$ cat src/rtl/vga_pattern_sequencer.sv
// Frame-synchronous pattern selector: debounced buttons, manual/auto/override modes,
// pattern changes only at the start of vertical blank. Optional macro: SEQ_TYPING_EN.

module vga_pattern_sequencer_debounce #(
  parameter int CYCLES = 4
) (
  input  logic clk_25MHz,
  input  logic reset,
  input  logic raw,
  output logic level,
  output logic rise
);
  localparam int W = $clog2(CYCLES + 1);
  localparam logic [W-1:0] LAST = W'(CYCLES - 1);

  logic [1:0]   sync;
  logic [W-1:0] cnt;
  logic         accept;

  // accept fires on the CYCLES-th consecutive sample that disagrees with level
  assign accept = (sync[1] != level) && (cnt == LAST);
  assign rise   = accept & sync[1];

  always_ff @(posedge clk_25MHz) begin
    if (reset) begin
      sync  <= '0;
      cnt   <= '0;
      level <= 1'b0;
    end else begin
      sync <= {sync[0], raw};
      if (sync[1] == level || accept) cnt <= '0;
      else                            cnt <= cnt + 1'b1;
      if (accept) level <= sync[1];
    end
  end
endmodule

module vga_pattern_sequencer #(
  parameter int V_ACTIVE        = 480,
  parameter int DEBOUNCE_CYCLES = 250000,
  parameter int AUTO_FRAMES     = 120
) (
  input  logic        clk_25MHz,
  input  logic        reset,
  input  logic [1:0]  sw,
  input  logic        btnL,
  input  logic        btnC,
  input  logic [10:0] hcount,
  input  logic [10:0] vcount,
  output logic [2:0]  pattern_sel,
  output logic [1:0]  mode,
  output logic        frame_tick
);
  localparam int FW = (AUTO_FRAMES > 1) ? $clog2(AUTO_FRAMES) : 1;
  localparam logic [FW-1:0] F_LAST = FW'(AUTO_FRAMES - 1);

  typedef enum logic [1:0] {MANUAL = 2'd0, AUTO = 2'd1, OVERRIDE = 2'd2} state_t;

  logic [1:0]    sw_s1, sw_s2;
  logic [1:0]    lvl, rise;
  state_t        state_q, state_nxt;
  logic [2:0]    sel_q, sel_nxt;
  logic [2:0]    idx_q, idx_nxt;
  logic [FW-1:0] fcnt_q, fcnt_nxt, fcnt_base;
  logic          auto_q, auto_nxt;
  logic          tick_q, boundary;

  // lane 0 = btnL (override), lane 1 = btnC (auto toggle)
  for (genvar g = 0; g < 2; g++) begin : g_db
    vga_pattern_sequencer_debounce #(.CYCLES(DEBOUNCE_CYCLES)) u_db (
      .clk_25MHz(clk_25MHz),
      .reset    (reset),
      .raw      (g == 0 ? btnL : btnC),
      .level    (lvl[g]),
      .rise     (rise[g])
    );
  end

  function automatic logic [2:0] rot_next(input logic [2:0] i);
`ifdef SEQ_TYPING_EN
    case (i)
      3'd3:    return 3'd5;
      3'd5:    return 3'd0;
      default: return i + 3'd1;
    endcase
`else
    return (i == 3'd3) ? 3'd0 : i + 3'd1;
`endif
  endfunction

  always_comb begin
    boundary  = (hcount == 11'd0) && (vcount == 11'(V_ACTIVE));
    auto_nxt  = auto_q ^ rise[1];
    fcnt_base = (rise[1] && !auto_q) ? '0 : fcnt_q;
    fcnt_nxt  = fcnt_base;
    idx_nxt   = idx_q;
    state_nxt = state_q;
    sel_nxt   = sel_q;
    if (boundary) begin
      if (lvl[0]) begin
        state_nxt = OVERRIDE;
        sel_nxt   = 3'd4;
      end else if (auto_nxt) begin
        state_nxt = AUTO;
        if (fcnt_base == F_LAST) begin
          fcnt_nxt = '0;
          idx_nxt  = rot_next(idx_q);
        end else begin
          fcnt_nxt = fcnt_base + 1'b1;
        end
        sel_nxt = idx_nxt;
      end else begin
        state_nxt = MANUAL;
        sel_nxt   = {1'b0, sw_s2};
      end
    end
  end

  always_ff @(posedge clk_25MHz) begin
    if (reset) begin
      sw_s1   <= '0;
      sw_s2   <= '0;
      state_q <= MANUAL;
      sel_q   <= '0;
      idx_q   <= '0;
      fcnt_q  <= '0;
      auto_q  <= 1'b0;
      tick_q  <= 1'b0;
    end else begin
      sw_s1   <= sw;
      sw_s2   <= sw_s1;
      state_q <= state_nxt;
      sel_q   <= sel_nxt;
      idx_q   <= idx_nxt;
      fcnt_q  <= fcnt_nxt;
      auto_q  <= auto_nxt;
      tick_q  <= boundary;
    end
  end

  assign pattern_sel = sel_q;
  assign mode        = state_q;
  assign frame_tick  = tick_q;
endmodule

$ cat config.mk
export PLATFORM = sky130hd
export DESIGN_NAME = vga_pattern_sequencer
export DESIGN_NICKNAME = d
export VERILOG_FILES = /design/src/rtl/vga_pattern_sequencer.sv
export SDC_FILE = /design/constraint.sdc
export NUM_CORES = 1
export LEC_CHECK = 0
export CAP_MARGIN = 20
export CORE_AREA = 4 4 81 75
export DETAILED_ROUTE_END_ITERATION = 7
export DIE_AREA = 0 0 85 79
export PLACE_DENSITY = 0.85
export SYNTH_ARGS = -nofsm -noshare
export SYNTH_HDL_FRONTEND = slang
export SYNTH_SLANG_ARGS = --single-unit
$ cat constraint.sdc
create_clock -name clk_25MHz -period 4.1 [get_ports clk_25MHz]
set_input_delay 0.615 -clock clk_25MHz [delete_from_list [all_inputs] [get_ports clk_25MHz]]
set_output_delay 0.615 -clock clk_25MHz [all_outputs]
set_load 0.1 [all_outputs]
==> results.json <==
{
  "ys_seq_area_share_pct": 44.7,
  "die_w_um": 85,
  "synthAdderAreaFrac_pct": 2.22,
  "p_total_uw": 1210,
  "h-tree-depth": 3,
  "clock_sinks": 63,
  "synthSimpleGateAreaFrac_pct": 32.7,
  "io_pins": 34,
  "area_growth_pct": 20.5,
  "start_util_pct": 54.0,
  "drtPass1Iterations": 4,
  "grt_pass1_vias": 2135,
  "cap_violations": 0,
  "clkLatencyLatePin_ns": 0.34,
  "setup-violations-final": 0,
  "grt_max_degree": 30,
  "endpoint_kind": "flip-flop",
  "synthXorXnorAreaFrac_pct": 10.9,
  "p_leak_uw": 0.00118,
  "fin_tns_setup_ns": 0,
  "yosys_warnings": 0,
  "vias": 2248,
  "postCtsSetupBuffers": 0,
  "r2r_setup_slack_ns": 0.81,
  "p_int_uw": 972,
  "holdCritStartpoint": "g_db[0].u_db.sync[0]$_SDFF_PP0_",
  "cts.clk_slew.worst_paths_ns": 0.07,
  "grt_use_total_pct": 18.7,
  "start_kind": "flip-flop",
  "grt_pass1_wl_mm": 9.85,
  "grt_antenna_before_repair": 0,
  "power.switching_uw": 241,
  "dp_hpwl_mm": 3.90,
  "synth-compound-area-share_pct": 5.06,
  "clkPwrFrac_pct": 45.8,
  "peakVddDrop_mv": 0.293,
  "cts_buffer_depth": 2,
  "cts_resized": 0,
  "rows": 25,
  "cts_root_buf": "clkbuf_8",
  "ys_types": 49,
  "first_iter_violations": 104,
  "worst_pin_slew_ns": 1.01,
  "ys.flop_type": "dfxtp_1",
  "outcome": "completed",
  "grt_overflow_total": 0,
  "combPwrFrac_pct": 3.3,
  "postRouteAntennaNets": 0,
  "critical_path_class": "flip-flop to flip-flop",
  "period_minus_slack_ns": 3.29,
  "drv_slew": 0,
  "min_path_type": "flip-flop to flip-flop",
  "p_per_area_nw_per_um2": 357,
  "r2r_start": "g_db[1].u_db.cnt[0]$_SDFF_PP0_",
  "hold_viol_final": 0,
  "vias_per_cell": 5.30,
  "synth_edf_count": 0,
  "drcViolationCount": 0,
  "swShare_pct": 19.9,
  "critical_path_required_ns": 4.31,
  "syn_nets": 351,
  "synthCells": 318,
  "async_flop_share_pct": 0,
  "synth.ff_latch_count": 63,
  "cts_tree": "built",
  "startpoint": "g_db[1].u_db.cnt[0]$_SDFF_PP0_",
  "max_freq_mhz": 304,
  "die-area_um2": 6720,
  "postSynthAreaPerCell_um2": 8.87,
  "die_h_um": 79,
  "arrival_ns": 3.50,
  "layout.nets": 385,
  "crit_fanout": 8,
  "cts-buffers-inserted": 9,
  "power_frac_seq_pct": 50.9,
  "place_congestion": 0.821,
  "routed_wl_mm": 5.76,
  "synth_top_family_by_area": "simple AND/OR/NAND/NOR gates",
  "finalCritPeriodShare_pct": 80.2,
  "syn_area_um2": 2820,
  "core_area_um2": 5220,
  "synth.area.mux_share_pct": 1.82,
  "routedWlPerCell_um": 13.6,
  "slew-limit-headroom_pct": 32.1,
  "hold_ws_ns": 0.445,
  "fin_skew_ns": 0.00581,
  "antennaDiodeCount": 0,
  "layout-drive-gt1-share_pct": 7.00,
  "io_buffers": 33,
  "ctsHoldBuffers": 0,
  "rsz0062_at_grt": "no"
}
-- cell usage after synthesis, types with 2 or more instances --
master | n | area (um2)
nand3b_1 | 3 | 22.5
ha_1 | 5 | 62.6
dfxtp_1 | 63 | 1260
and2b_1 | 2 | 15.0
nor3_1 | 5 | 25.0
o211ai_1 | 2 | 15.0
nor2_1 | 60 | 225
nor2b_1 | 12 | 75.1
nor4b_1 | 2 | 17.5
buf_2 | 6 | 30.0
nand3_1 | 17 | 85.1
a21oi_1 | 9 | 45.0
nand2b_1 | 6 | 37.5
o21ai_0 | 7 | 35.0
nand4_1 | 9 | 56.3
nand2_1 | 19 | 71.3
clkbuf_1 | 4 | 15.0
inv_1 | 6 | 22.5
and3_1 | 7 | 43.8
and4_1 | 4 | 35.0
a31oi_1 | 2 | 12.5
mux2i_1 | 4 | 40.0
nor4_1 | 4 | 25.0
and4b_1 | 2 | 20.0
xnor2_1 | 15 | 131
xor2_1 | 20 | 175
-- stage by stage --
stage	utilization (%)	setup WS (ns)	instances	cell area, um2
after detailed placement	61.1	0.902	408	3190
after global routing	65.1	0.640	424	3400
final	65.1	0.814	424	3400
after floorplan	-	1.17	318	2820
after global placement	61.1	1.01	408	3190
after CTS	65.1	0.838	424	3400
-- power groups by stage --
| stage | registers [uW] | logic (uW) | clock network, uW |
|---|---|---|---|
| after global routing | 618 | 44.0 | 600 |
| after global placement | 631 | 39.4 | 0 |
| after detailed placement | 632 | 40.4 | 0 |
| after floorplan | 631 | 12.8 | 0 |
| after CTS | 618 | 40.7 | 567 |
| final | 618 | 40.2 | 555 |
-- cell families (layout without fill, tap and decap cells) --
family                   Yosys count  after routing
AND/OR/NAND/NOR                  169            169
flip-flops                        63             63
XOR/XNOR                          35             35
AO/OA/AOI/OAI                     24             24
buffers and inverters             17             56
adder cells (fa/ha/maj)            5              5
multiplexers                       5              5
-- layout make-up --
class	instances	area (um2)
Inverter	6	22.5
Tap cell	67	83.8
Timing Repair Buffer	34	338
Clock inverter	3	40.0
Multi-Input combinational cell	238	1480
Clock buffer	13	169
Fill cell	410	1830
Sequential cell	63	1260
-- critical path: stages (launching register included) --
cell	delay, ns
dfxtp_1	0.33
ha_1	0.24
and3_1	0.23
nand4_1	0.10
nor3_1	0.09
and3b_1	0.17
ha_1	0.26
and2b_1	0.27
ha_1	0.23
nand2_1	0.13
nor4_4	0.47
mux2_2	0.39
o211ai_1	0.16
a21oi_1	0.09
-- per-layer routing --
metal / track usage [%] / share of wire, % / up-vias
li1: - / - / 1155
met1: 22.0 / 45 / 1046
met2: 31.1 / 50 / 40
met3: 6.85 / 3.9 / 7
met4: 7.12 / 1.2 / 0
met5: 0 / 0 / -
-- cell usage in the layout (no fill, tap or decap), types with 2 or more instances in the layout --
| master | Yosys | layout |
|---|---|---|
| a21oi_1 | 9 | 9 |
| a31oi_1 | 2 | 2 |
| and2b_1 | 2 | 2 |
| and3_1 | 7 | 7 |
| and4_1 | 4 | 4 |
| and4b_1 | 2 | 2 |
| clkbuf_8 | 0 | 12 |
| clkdlybuf4s50_1 | 0 | 33 |
| clkinv_2 | 0 | 2 |
| dfxtp_1 | 63 | 63 |
| ha_1 | 5 | 5 |
| inv_1 | 6 | 6 |
| mux2i_1 | 4 | 4 |
| nand2_1 | 19 | 19 |
| nand2b_1 | 6 | 6 |
| nand3_1 | 17 | 17 |
| nand3b_1 | 3 | 3 |
| nand4_1 | 9 | 9 |
| nor2_1 | 60 | 60 |
| nor2b_1 | 12 | 12 |
| nor3_1 | 5 | 5 |
| nor4_1 | 4 | 4 |
| nor4b_1 | 2 | 2 |
| o211ai_1 | 2 | 2 |
| o21ai_0 | 7 | 7 |
| xnor2_1 | 15 | 15 |
| xor2_1 | 20 | 20 |
-- path summary, 6_finish.rpt --
path,cells after the start,endpoint
max,13,pattern_sel[1]$_SDFFE_PP0P_
min,1,g_db[0].u_db.sync[1]$_SDFF_PP0_
max reg2reg,13,pattern_sel[1]$_SDFFE_PP0P_
min reg2reg,1,g_db[0].u_db.sync[1]$_SDFF_PP0_
-- sequential cells by signal (all words and copies together), names as in the netlist --
name and count:
sw_s2 2, sw_s1 2, g_db.u_db.sync 4, frame_tick 1, pattern_sel 3, g_db.u_db.cnt 36
mode 2, auto_q 1, fcnt_q 7, g_db.u_db.level 2, idx_q 3
(Power assumes the default switching activity.)
